**src/rtl/dmem_responder_pkg.sv**
```systemverilog
// Shared types for the data-memory responder: FSM states,
// RV32I load/store funct3 codes and the request fault check.
package dmem_responder_pkg;

  typedef enum logic [1:0] {
    S_IDLE   = 2'd0,
    S_ACCESS = 2'd1,
    S_WAIT   = 2'd2,
    S_RESP   = 2'd3
  } mem_state_e;

  localparam logic [2:0] F3_B  = 3'b000;
  localparam logic [2:0] F3_H  = 3'b001;
  localparam logic [2:0] F3_W  = 3'b010;
  localparam logic [2:0] F3_BU = 3'b100;
  localparam logic [2:0] F3_HU = 3'b101;

  function automatic logic req_fault(
    input logic       we,
    input logic [2:0] f3,
    input logic [1:0] a
  );
    logic bad_f3;
    logic mis;
    if (we)
      bad_f3 = !(f3 inside {F3_B, F3_H, F3_W});
    else
      bad_f3 = !(f3 inside {F3_B, F3_H, F3_W,
                            F3_BU, F3_HU});
    // bit pattern 01 = halfword, 10 = word
    mis = ((f3[1:0] == 2'b01) && a[0]) ||
          ((f3[1:0] == 2'b10) && (a != 2'b00));
    return bad_f3 || mis;
  endfunction

endpackage

```
**src/rtl/dmem_load_align.sv**
```systemverilog
// Load data alignment: shift the addressed lane down and
// sign/zero extend it according to funct3.
module dmem_load_align
  import dmem_responder_pkg::*;
(
  input  logic [31:0] rdata,
  input  logic [1:0]  addr,
  input  logic [2:0]  funct3,
  output logic [31:0] data
);

  logic [31:0] sh;

  assign sh = rdata >> {addr, 3'b000};

  always_comb begin
    data = sh;
    case (funct3)
      F3_B:  data = {{24{sh[7]}}, sh[7:0]};
      F3_H:  data = {{16{sh[15]}}, sh[15:0]};
      F3_BU: data = {24'd0, sh[7:0]};
      F3_HU: data = {16'd0, sh[15:0]};
      default: data = sh;
    endcase
  end

endmodule

```
**src/rtl/dmem_responder.sv**
```systemverilog
// Data-memory responder: one load/store per request against a
// synchronous byte-writable RAM, one response per request.
module dmem_responder
  import dmem_responder_pkg::*;
#(
  parameter int ADDR_WIDTH   = 12,
  parameter int READ_LATENCY = 1
) (
  input  logic                  clk,
  input  logic                  rst,
  input  logic                  req_valid,
  output logic                  req_ready,
  input  logic                  req_we,
  input  logic [2:0]            req_funct3,
  input  logic [31:0]           req_addr,
  input  logic [31:0]           req_wdata,
  output logic                  resp_valid,
  output logic                  resp_fault,
  output logic [31:0]           resp_rdata,
  output logic                  mem_en,
  output logic [3:0]            mem_we,
  output logic [ADDR_WIDTH-3:0] mem_addr,
  output logic [31:0]           mem_wdata,
  input  logic [31:0]           mem_rdata
);

  mem_state_e            state;
  mem_state_e            nxt;
  logic                  we_q;
  logic [2:0]            f3_q;
  logic [ADDR_WIDTH-1:0] addr_q;
  logic [31:0]           wdata_q;
  logic                  fault_q;
  logic [1:0]            cnt;
  logic [31:0]           ld_data;
  logic [3:0]            lanes;
  logic [31:0]           sdata;
  logic                  accept;
  logic                  req_bad;
  logic                  unused_addr;

  // the address space aliases above ADDR_WIDTH
  assign unused_addr = ^req_addr[31:ADDR_WIDTH];

  assign accept  = req_valid && (state == S_IDLE);
  assign req_bad = req_fault(req_we, req_funct3,
                             req_addr[1:0]);

  always_ff @(posedge clk) begin
    if (rst) state <= S_IDLE;
    else     state <= nxt;
  end

  always_comb begin
    nxt = state;
    unique case (state)
      S_IDLE:
        if (accept) nxt = req_bad ? S_RESP : S_ACCESS;
      S_ACCESS:
        nxt = we_q ? S_RESP : S_WAIT;
      S_WAIT:
        if (cnt == 2'd1) nxt = S_RESP;
      S_RESP:
        nxt = S_IDLE;
    endcase
  end

  always_comb begin
    req_ready  = (state == S_IDLE);
    resp_valid = (state == S_RESP);
    resp_fault = (state == S_RESP) && fault_q;
    mem_en     = (state == S_ACCESS) && !rst;
    mem_we     = 4'b0000;
    if ((state == S_ACCESS) && we_q && !rst)
      mem_we = lanes;
  end

  always_ff @(posedge clk) begin
    if (rst) begin
      we_q       <= 1'b0;
      f3_q       <= 3'b000;
      addr_q     <= '0;
      wdata_q    <= 32'd0;
      fault_q    <= 1'b0;
      cnt        <= 2'd0;
      resp_rdata <= 32'd0;
    end else begin
      if (accept) begin
        we_q    <= req_we;
        f3_q    <= req_funct3;
        addr_q  <= req_addr[ADDR_WIDTH-1:0];
        wdata_q <= req_wdata;
        fault_q <= req_bad;
      end
      if (state == S_ACCESS)
        cnt <= 2'(READ_LATENCY);
      if (state == S_WAIT) begin
        cnt <= cnt - 2'd1;
        if (cnt == 2'd1) resp_rdata <= ld_data;
      end
    end
  end

  always_comb begin
    lanes = 4'b0000;
    sdata = wdata_q;
    unique case (1'b1)
      (f3_q == F3_B): begin
        lanes = 4'b0001 << addr_q[1:0];
        sdata = {4{wdata_q[7:0]}};
      end
      (f3_q == F3_H): begin
        lanes = addr_q[1] ? 4'b1100 : 4'b0011;
        sdata = {2{wdata_q[15:0]}};
      end
      (f3_q == F3_W): begin
        lanes = 4'b1111;
        sdata = wdata_q;
      end
      default: begin
        lanes = 4'b0000;
        sdata = wdata_q;
      end
    endcase
  end

  assign mem_addr  = addr_q[ADDR_WIDTH-1:2];
  assign mem_wdata = sdata;

  dmem_load_align u_align (
    .rdata  (mem_rdata),
    .addr   (addr_q[1:0]),
    .funct3 (f3_q),
    .data   (ld_data)
  );

endmodule

```
**config.mk**
```make
export PLATFORM = sky130hd
export DESIGN_NAME = dmem_responder
export DESIGN_NICKNAME = d
export VERILOG_FILES = /design/src/rtl/dmem_responder_pkg.sv /design/src/rtl/dmem_load_align.sv /design/src/rtl/dmem_responder.sv
export SDC_FILE = /design/constraint.sdc
export NUM_CORES = 1
export LEC_CHECK = 0
export CAP_MARGIN = 10
export CORE_UTILIZATION = 46
export CTS_CLUSTER_DIAMETER = 50
export DETAILED_ROUTE_END_ITERATION = 10
export PLACE_DENSITY = 0.92
export SLEW_MARGIN = 20
export SYNTH_ARGS = -nofsm -noshare
export SYNTH_HDL_FRONTEND = slang
export SYNTH_SLANG_ARGS = --single-unit
export TNS_END_PERCENT = 50
```
**constraint.sdc**
```tcl
create_clock -name clk -period 4.4 [get_ports clk]
set_input_delay 1.32 -clock clk [delete_from_list [all_inputs] [get_ports clk]]
set_output_delay 1.32 -clock clk [all_outputs]
set_load 0.005 [all_outputs]
```
==> metrics.md <==
| Metric | Value |
|---|---|
| Synth Area per Inst | `8.12 µm²` |
| DP Wirelength | `8830 µm` |
| RSZ-0062 raised after global routing | `false` |
| Crit path max fanout | `4` |
| Post-Syn Area | `4250 µm²` |
| Critical-path cell list | `buf_2, nor2b_1, nand4b_1, a21oi_1, clkdlybuf4s50_1` |
| Antenna cells | `0` |
| Post-Syn Instances | `524` |
| Total iterations of the first detailed-routing run | `9` |
| CTS buffer count | `9` |
| Critical Path RT | `3080 ps` |
| P&R area growth vs syn | `40.7%` |
| I/O Buffers | `164` |
| Worst Hold Class | `reg2reg` |
| Setup Skew | `11.6 ps` |
| Gr ovfl total | `0` |
| Final setup fails | `0` |
| CTS clk-pin slew, worst paths | `80 ps` |
| Fmax | `263 MHz` |
| Largest cells by area after synthesis | `dfxtp_1, nand2_1, a21oi_1` |
| # hold bufs at CTS | `0` |
| Flop pwr share | `37.0%` |
| Die footprint | `9630 µm²` |
| CTS max path bufs | `2` |
| WL final | `12100 µm` |
| Cell family with the largest share of critical-path delay | `buffers and inverters` |
| Vias | `4178` |
| ANT nets after route | `0` |
| Ys async rst share | `0%` |
| MaxCap Viol Count | `0` |
| Post-DR vias/cell | `5.45` |
| Pwr dens | `459 nW/µm²` |
| Slew @ Worst Pin | `941 ps` |
| Min cycle time layout | `3800 ps` |
| Die extent in y | `98.2 µm` |
| Initial antenna violation count | `0` |
| Met1 Track Usage GR | `30.0%` |
| CP Launch Type | `primary input` |
| #FFs+latches synth | `85` |
| Sw Ratio | `35.5%` |
| Primary FF master, synth | `dfxtp_1` |
| Pins over their slew limit | `0` |
| Setup TNS | `0 ps` |
| Share of cells above drive strength 1 | `10.9%` |
| Nets | `762` |
| Buf+Inv Stages, Crit Path | `2` |
| Sequential-to-total area share from yosys stat | `40.0%` |
| Core area | `8850 µm²` |
| Htree depth | `3` |
| GR peak layer | `met2` |
| Synth warn | `0` |
| Critical Path AT | `2480 ps` |
| Crit-path max cell delay | `530 ps` |
| Setup Fix Bufs, Post-CTS | `0` |
| Drt wl/cell | `15.8 µm` |
| Yosys top cell area share | `40.0%` |
| Clock latency on the worst-skew pair | `350 ps` |
| Slowest CP cell | `clkdlybuf4s50_1` |
| Mapped Nets | `632` |
| Placer congestion estimate | `0.830` |
| Worst slack, placed | `617 ps` |
| Gates resized, CTS repair | `0` |
| Final hold violation count | `0` |
| Met2 Usage GRT | `43.0%` |
| Status | `finished, violations left` |
| Number of library cell types mapped by synthesis | `40` |
| Die X | `98.2 µm` |
| Logic pwr share | `43.2%` |
| Clk sinks | `85` |
| First-pass GRT wire length | `19300 µm` |
| Crit Path Category | `in2out` |
| Clock power frac | `19.8%` |
| Pleak | `2.10 nW` |
| CTS tree | `yes` |
| Int Power | `1.77 mW` |
| Max_slew headroom | `37.3%` |
| Vias in the first global route | `4018` |
| Pin count of the biggest net entering global routing | `86` |
| GR Util All Layers | `24.9%` |
| Max VDD drop | `410 µV` |
| IO Pins | `185` |
| Clock root cell | `clkbuf_8` |
| CP Capture Type | `primary output` |
| Tcrit/Tclk final | `86.4%` |
| DRT iter0 DRCs | `186` |
| DRC errors left | `8` |
| Rows | `34` |
| Final worst setup slack | `599 ps` |
| Number of flops mapped to enable cells by yosys | `0` |
| Area leader, netlist | `dfxtp_1` |
| Net Switching | `977 µW` |
| Post-layout util | `67.6%` |
| Initial core utilization | `48.1%` |
| M3 GR Usage | `4.58%` |
| Failing checks | `design-rule violations` |
==> path summary, 6_finish.rpt <==
check                               from                          end  slack (ps)  cells past startpoint
setup / recovery                     rst                    mem_we[1]         600                      5
hold / removal    addr_q[4]$_SDFFE_PP0P_       addr_q[4]$_SDFFE_PP0P_         460                      2
setup reg to reg  addr_q[1]$_SDFFE_PP0P_  resp_rdata[19]$_SDFFE_PP0P_        2000                      5
hold reg to reg   addr_q[4]$_SDFFE_PP0P_       addr_q[4]$_SDFFE_PP0P_         460                      2
==> placed cells by master (no fill, tap or decap), types with 2 or more instances in the layout <==
cell type	count
mux2i_1	17
nand2_1	134
nor2_2	2
dfxtp_1	85
a211oi_2	10
o211ai_1	7
clkbuf_8	9
a221oi_1	2
clkinvlp_4	2
inv_1	6
nor2_1	43
a211oi_1	16
clkinv_2	2
a21oi_1	71
and2_1	10
clkdlybuf4s50_1	163
o21ai_0	10
ha_1	5
nand3_1	2
mux2_2	31
nand2b_1	3
buf_4	8
==> metal layers <==
layer  wire (µm)  part of all wire (%)  vias up
met3         597                   4.9       33
met1        5030                    41     1981
met5           0                     0        -
met2        6130                    50      145
li1            -                     -     2019
met4         381                   3.1        0
==> logic make-up (layout without fill, tap and decap cells) <==
logic type                 count (synthesis)  after routing  share of synthesized area, %
AOI/OAI and AO/OA                        122            122                          18.9
adders and majority gates                  5              5                          1.47
buffers and inverters                     59            194                          7.36
DFF                                       85             85                          40.0
muxes                                     49             49                          12.5
and+or+nand+nor                          204            204                          19.7
==> through the flow <==
step                      instances  total power [mW]  hold WS, ps  cell area, µm²
after floorplan                 524              1.71          432            4250
after global placement          751              2.16          440            5790
after detailed placement        751              2.21          446            5790
after CTS                       767              2.76          458            5990
after global routing            767              2.92          473            5990
final                           767              2.75          459            5990
==> cells in the mapped netlist, drive strengths merged, types with 5 or more instances <==
master and count:
clkbuf 17, mux2 31, dfxtp 85, inv 6
and2 10, nor2 45, a21oi 71, buf 36
nand2 134, a211oi 26, o21ai 11, mux2i 18
ha 5, o211ai 7
==> state kept, by name, summed over array words and instances, names as in the netlist <==
signal and count:
addr_q 12, cnt 2, f3_q 3, fault_q 1, resp_rdata 32, state 2
wdata_q 32, we_q 1
==> tightest hold or removal path: cells and delay by family, from the launching register on <==
family	cells	cell delay (ps)
AOI/OAI and AO/OA	1	50
DFF	1	320
and+or+nand+nor	1	50
==> cell type report <==
cell class                 instances  area, µm²
fill                             710       2860
clock inverter                     6       63.8
multi-input combinational        380       2240
sequential                        85       1700
clock buffer                      10        128
inverter                           6       22.5
timing repair buffer             172       1700
tap                              108        135
==> power by group through the flow <==
stage                     Sequential [mW]  Combinational, mW  Clock, mW
after global routing                 1.04               1.30      0.587
after CTS                            1.01               1.19      0.553
after detailed placement             1.03               1.18          0
after global placement               1.02               1.14          0
after floorplan                      1.01              0.701          0
final                                1.02               1.19      0.545
No activity file was read; power rests on OpenSTA's default activity.
